### config.mk
export PLATFORM = sky130hd
export DESIGN_NAME = fc_accumulate_requant
export DESIGN_NICKNAME = d
export VERILOG_FILES = /design/src/rtl/fc_pkg.sv /design/src/rtl/fc_requant.sv /design/src/rtl/fc_accumulate_requant.sv
export SDC_FILE = /design/constraint.sdc
export NUM_CORES = 1
export LEC_CHECK = 0
export CORE_AREA = 2 2 171 140
export CTS_BUF_LIST = sky130_fd_sc_hd__clkbuf_8
export CTS_CLUSTER_DIAMETER = 40
export CTS_CLUSTER_SIZE = 16
export DETAILED_ROUTE_END_ITERATION = 8
export DIE_AREA = 0 0 173 142
export GPL_TIMING_DRIVEN = 0
export SYNTH_ARGS = -nofsm -noshare
export SYNTH_HDL_FRONTEND = slang
export SYNTH_SLANG_ARGS = --single-unit
export TNS_END_PERCENT = 5
### constraint.sdc
create_clock -name clk -period 11.7 [get_ports clk]
set_input_delay 1.17 -clock clk [delete_from_list [all_inputs] [get_ports clk]]
set_output_delay 1.17 -clock clk [all_outputs]
set_load 0.03 [all_outputs]
### src/rtl/fc_pkg.sv
// Shared definitions for the FC-layer post-multiplier path: accumulator
// sizing, sign-magnitude to two's complement conversion and FSM states.
package fc_pkg;

    // FSM states of the accumulate/requantize controller
    localparam logic ACCUM = 1'b0;
    localparam logic OUT   = 1'b1;

    // Widest operand the conversion helper handles; callers size-cast down
    localparam int SM_MAX_W = 64;

    // Accumulator width: full product width plus growth for MAX_LEN terms
    function automatic int acc_width(input int data_width, input int max_len);
        return 2 * data_width + $clog2(max_len);
    endfunction

    // Sign-magnitude to two's complement; a negative zero comes out as 0
    function automatic logic [SM_MAX_W-1:0] sm_to_twos(input logic sign,
                                                       input logic [SM_MAX_W-1:0] mag);
        return sign ? (~mag + 1'b1) : mag;
    endfunction

endpackage

### src/rtl/fc_requant.sv
// Combinational requantizer: two's complement sum -> rounded, saturated,
// sign-magnitude activation. Shared by the FC and conv accumulation paths.
module fc_requant
    import fc_pkg::*;
#(
    parameter int DATA_WIDTH = 16,
    parameter int ACC_WIDTH  = 40,
    parameter int FRAC_SHIFT = 8,
    parameter int RELU       = 0
) (
    input  logic signed [ACC_WIDTH-1:0]  sum,
    output logic        [DATA_WIDTH-1:0] res_data,
    output logic                         res_sat
);

    // Largest magnitude representable in the output format
    localparam logic [ACC_WIDTH-1:0] MAX_MAG =
        {{(ACC_WIDTH-DATA_WIDTH+1){1'b0}}, {(DATA_WIDTH-1){1'b1}}};

    logic                  sgn;
    logic [ACC_WIDTH-1:0]  mag;
    logic [ACC_WIDTH-1:0]  rnd;
    logic [DATA_WIDTH-2:0] mag_out;

    // The accumulator never reaches its most-negative value, so the
    // magnitude always fits in ACC_WIDTH bits.
    assign sgn = sum[ACC_WIDTH-1];
    assign mag = sgn ? (~unsigned'(sum) + 1'b1) : unsigned'(sum);

    // Rounding is half away from zero because it acts on the magnitude.
    // mag < 2^(ACC_WIDTH-1), so adding the half-LSB cannot overflow.
    generate
        if (FRAC_SHIFT == 0) begin : gen_noshift
            assign rnd = mag;
        end else begin : gen_shift
            localparam logic [ACC_WIDTH-1:0] HALF = ACC_WIDTH'(1) << (FRAC_SHIFT - 1);
            assign rnd = (mag + HALF) >> FRAC_SHIFT;
        end
    endgenerate

    // Saturate the magnitude, then suppress negative zero and (optionally)
    // negative results.
    always_comb begin
        res_sat  = 1'b0;
        mag_out  = rnd[DATA_WIDTH-2:0];
        res_data = '0;
        if (rnd > MAX_MAG) begin
            mag_out = '1;
            res_sat = 1'b1;
        end
        if ((rnd == '0) || ((RELU != 0) && sgn)) begin
            res_data = '0;
        end else begin
            res_data = {sgn, mag_out};
        end
    end

endmodule

### src/rtl/fc_accumulate_requant.sv
// FC-layer accumulator: sums one neuron's sign-magnitude products in two's
// complement, then emits a single requantized sign-magnitude activation.
module fc_accumulate_requant
    import fc_pkg::*;
#(
    parameter int DATA_WIDTH = 16,
    parameter int MAX_LEN    = 256,
    parameter int FRAC_SHIFT = 8,
    parameter int RELU       = 0
) (
    input  logic                    clk,
    input  logic                    rst,
    input  logic                    prod_valid,
    output logic                    prod_ready,
    input  logic [2*DATA_WIDTH-1:0] prod_data,
    input  logic                    prod_last,
    output logic                    res_valid,
    input  logic                    res_ready,
    output logic [DATA_WIDTH-1:0]   res_data,
    output logic                    res_sat,
    output logic                    len_err
);

    localparam int ACC_WIDTH = acc_width(DATA_WIDTH, MAX_LEN);
    localparam int PW        = 2 * DATA_WIDTH;
    localparam int CNT_W     = $clog2(MAX_LEN + 1);
    localparam logic [CNT_W-1:0] LAST_IDX = CNT_W'(MAX_LEN - 1);

    logic                        state_reg, state_next;
    logic signed [ACC_WIDTH-1:0] acc_reg;
    logic        [CNT_W-1:0]     cnt_reg;
    logic signed [ACC_WIDTH-1:0] term;
    logic signed [ACC_WIDTH-1:0] sum_next;
    logic                        prod_fire, res_fire, final_prod;
    logic [DATA_WIDTH-1:0]       rq_data;
    logic                        rq_sat;

    // Product converted to two's complement at accumulator width
    assign term = ACC_WIDTH'(sm_to_twos(prod_data[PW-1], SM_MAX_W'(prod_data[PW-2:0])));

    // The first term of a neuron overwrites whatever the previous neuron left
    assign sum_next = (cnt_reg == '0) ? term : (acc_reg + term);

    assign prod_fire  = prod_valid && prod_ready;
    assign res_fire   = res_valid && res_ready;
    assign final_prod = prod_fire && (prod_last || (cnt_reg == LAST_IDX));

    fc_requant #(
        .DATA_WIDTH (DATA_WIDTH),
        .ACC_WIDTH  (ACC_WIDTH),
        .FRAC_SHIFT (FRAC_SHIFT),
        .RELU       (RELU)
    ) u_requant (
        .sum      (sum_next),
        .res_data (rq_data),
        .res_sat  (rq_sat)
    );

    // FSM state register
    always_ff @(posedge clk or posedge rst) begin
        if (rst) begin
            state_reg <= ACCUM;
        end else begin
            state_reg <= state_next;
        end
    end

    // FSM next state: leave ACCUM on the closing product, OUT on result taken
    always_comb begin
        state_next = state_reg;
        case (state_reg)
            ACCUM:   if (final_prod) state_next = OUT;
            OUT:     if (res_fire)   state_next = ACCUM;
            default: state_next = ACCUM;
        endcase
    end

    // FSM outputs: products are only accepted while accumulating
    always_comb begin
        prod_ready = (state_reg == ACCUM);
    end

    // Accumulator, product counter, result registers and sticky length error
    always_ff @(posedge clk or posedge rst) begin
        if (rst) begin
            acc_reg   <= '0;
            cnt_reg   <= '0;
            res_valid <= 1'b0;
            res_data  <= '0;
            res_sat   <= 1'b0;
            len_err   <= 1'b0;
        end else begin
            if (prod_fire) begin
                acc_reg <= sum_next;
                cnt_reg <= cnt_reg + 1'b1;
            end
            if (final_prod) begin
                res_data  <= rq_data;
                res_sat   <= rq_sat;
                res_valid <= 1'b1;
                if (!prod_last) begin
                    len_err <= 1'b1;
                end
            end
            if (res_fire) begin
                res_valid <= 1'b0;
                cnt_reg   <= '0;
            end
        end
    end

endmodule

==> results <==
-- final timing paths --
path	slack (ns)	start	end
worst min-delay path	0.49	len_err$_DFFE_PP0P_	len_err$_DFFE_PP0P_
worst min register to register	0.49	len_err$_DFFE_PP0P_	len_err$_DFFE_PP0P_
min in group asynchronous	1.06	rst	cnt_reg[0]$_DFFE_PP0P_
worst max-delay path	0.84	prod_data[15]	res_data[6]$_DFFE_PP0P_
max in group asynchronous	10.07	rst	acc_reg[29]$_DFFE_PP0P_
worst max register to register	3.64	cnt_reg[0]$_DFFE_PP0P_	res_data[6]$_DFFE_PP0P_
-- what timing repair did --
item	4_1_cts	5_1_grt
setup endpoints to repair	17	17
gates cloned	0	0
gates resized for setup	2	6
-- power by group --
group          leakage [uW]  switching, uW  internal, uW
sequential         0.000952          0.765           239
combinational       0.00284            202           106
clock              0.000103            135          85.5
-- worst max-delay path: cells and delay by family --
family                   cells  cell delay, ns
AO/OA/AOI/OAI                9            2.55
XOR/XNOR                     2            0.59
adder cells (fa/ha/maj)      2            0.52
buffers and inverters       10            2.68
multiplexers                 1            0.17
AND/OR/NAND/NOR             12            3.42
-- metal layers --
| metal | vias up | part of all wire [%] | global-route usage, % | wire length (microns) |
|---|---|---|---|---|
| met5 | - | 0 | 0 | 0 |
| met4 | 0 | 1.2 | 5.26 | 386 |
| met2 | 413 | 40 | 37.5 | 12700 |
| li1 | 4755 | - | - | - |
| met3 | 30 | 8.2 | 3.98 | 2620 |
| met1 | 4789 | 51 | 41.5 | 16200 |
-- cells in the final DEF, fill, tap and decap left out, types with 13 or more instances in the layout --
master           Yosys  layout
nor2_1             130     129
xnor2_1             50      50
nor3_1              40      39
o211ai_1            18      18
clkdlybuf4s50_1      0      54
o21ai_0             95      95
nand2_1            150     150
inv_1               28      27
nand3_1             36      36
dfrtp_1             69      69
or4_1               16      16
or3_1               23      23
mux2i_1             13      13
xor2_1              30      30
a21oi_1             90      90
o21a_1              13      13
nor4_1              18      18
o31ai_1             14      14
clkbuf_1            56      54
nand4_1             32      32
ha_1                44      44
-- area by class of cell --
type | instances | share of cell area, %
Multi-Input combinational cell | 1055 | 67.2
Timing Repair Buffer | 55 | 5.58
Inverter | 30 | 1.13
Tap cell | 312 | 3.84
Clock buffer | 9 | 1.22
Sequential cell | 69 | 17.0
Buffer | 77 | 3.41
Clock inverter | 7 | 0.701
-- stage by stage --
step           hold WS [ns]  setup TNS (ns)
2_1_floorplan         0.453               0
3_3_place_gp          0.472           -9.45
3_5_place_dp          0.467           -8.25
4_1_cts               0.495               0
5_1_grt               0.504         -0.0428
6_report              0.487               0
-- logic make-up after synthesis --
family	share of synthesized area (%)
XOR/XNOR	7.79
AO/OA/AOI/OAI	28.4
AND/OR/NAND/NOR	31.5
buffers and inverters	5.10
flip-flops	19.2
adder cells (fa/ha/maj)	6.34
multiplexers	1.70
==> impl_results.md <==
- First-pass GRT wire length: 51,700 microns
- PnR Total Power: 769 uW
- Top-area cell type share of the netlist area: 19.2%
- Die height: 142 microns
- Dpl ws: -0.559 ns
- Largest register FFs: 40
- Finished Core Util: 44.4%
- Cells on worst reg2reg path: 30
- Clock sinks: 69
- Post-route ant nets: 0
- Critical path class: input pin to flip-flop
- Final Hold Vio Count: 0
- Initial antenna violation count: 0
- Starting DRT DRC Count: 1,044
- TritonCTS buffer count: 9
- Final WS setup: 0.844 ns
- H-tree depth: 3
- DIE WIDTH: 173 microns
- Synth cell count leaders: 150 x nand2_1, 130 x nor2_1, 95 x o21ai_0
- Netlist cell types: 104
- Required time worst endpoint: 11.98 ns
- Global router's overall resource usage: 26.3%
- Router iterations before antenna repair: 6
- Synth Register Bits: 69
- Vias per Instance: 6.19
- Post-layout nets: 1,379
- Port bufs: 54
- Post-detail-place hpwl: 25,100 microns
- Syn_nets: 1,314
- Non-filler cells, final: 1,614
- Final instance area: 0.0102 sq mm
- Startpoint class of the critical path: input pin
- Largest net degree at the start of global routing: 49
- EDFF count, synth: 0
- Multi-input gate area: 0.00683 sq mm
- DP Cell Count: 1,599
- WL/cell: 19.8 microns
- FP Rows: 50
- Asr flop ratio synth: 100%
- Leak: 0.00389 uW
- DRC viols: 0
- Post-CTS setup-driven buffer insertion count: 0
- Minimum clock period after layout: 10.86 ns
- Worst-Margin Slew: 1.25 ns
- Crit share post-route: 92.8%
- Hold path cells: 1
- Die ar.: 0.0246 sq mm
- CP peak stage delay: 0.74 ns
- Max Root-Sink Buffers: 2
- Final setup viols: 0
- CTS tree: done
- Cells after synthesis: 1,232
- Worst endpoint data arrival time: 11.14 ns
- Vias in the first global route: 9,172
- Num ports: 57
- Yosys warning total: 0
- Dpl cell area: 0.00996 sq mm
- CTS root buf: clkbuf_8
- Post-synth top area cell: dfrtp_1
- Filler cell count in the final layout: 2,439
- Most common cell in the netlist: nand2_1
- Max_slew headroom: 15.9%
- Final WL: 31,900 microns
- Layout cells sized above 1: 7.53%
- CTS clock-pin slew for the worst setup and hold paths: 0.11 ns
- CP max-delay cell: or4_1
- Reg area: 0.00173 sq mm
- CP most frequent cell: buf_2
- Synthesis-to-finish area growth: 13.1%
- Mapped Area: 0.00900 sq mm
- Power Dens Cells: 75.6 mW/mm^2
- Initial Util: 39.3%
- Gp weighted congestion: 0.970
- Max-slew violation count: 0
- Top cells by area, synth: dfrtp_1 19%, nand2_1 6.3%, ha_1 6.1%
- CP Max Fanout: 19
- Antenna cells: 0
- Syn Area/Cell: 7.30 sq um
- CP Capture Type: flip-flop
- Sequential area share after synthesis: 19.2%
- Hold Path Class: flip-flop to flip-flop
- Most used DFF post-synth: dfrtp_1
- Hold_buf cts: 0
- Grt ovf: 0
- Maximum VDD drop: 0.0461 mV
- FMAX: 92.1 MHz
- Max-cap viol count: 0
- Routed via count: 9,987
- Status: completed
- Core area: 0.0229 sq mm
- Clock skew: 0.0126 ns
- Clk_lat worst skew: 0.40 ns
Note: power is estimated with default switching activity, not from simulation.
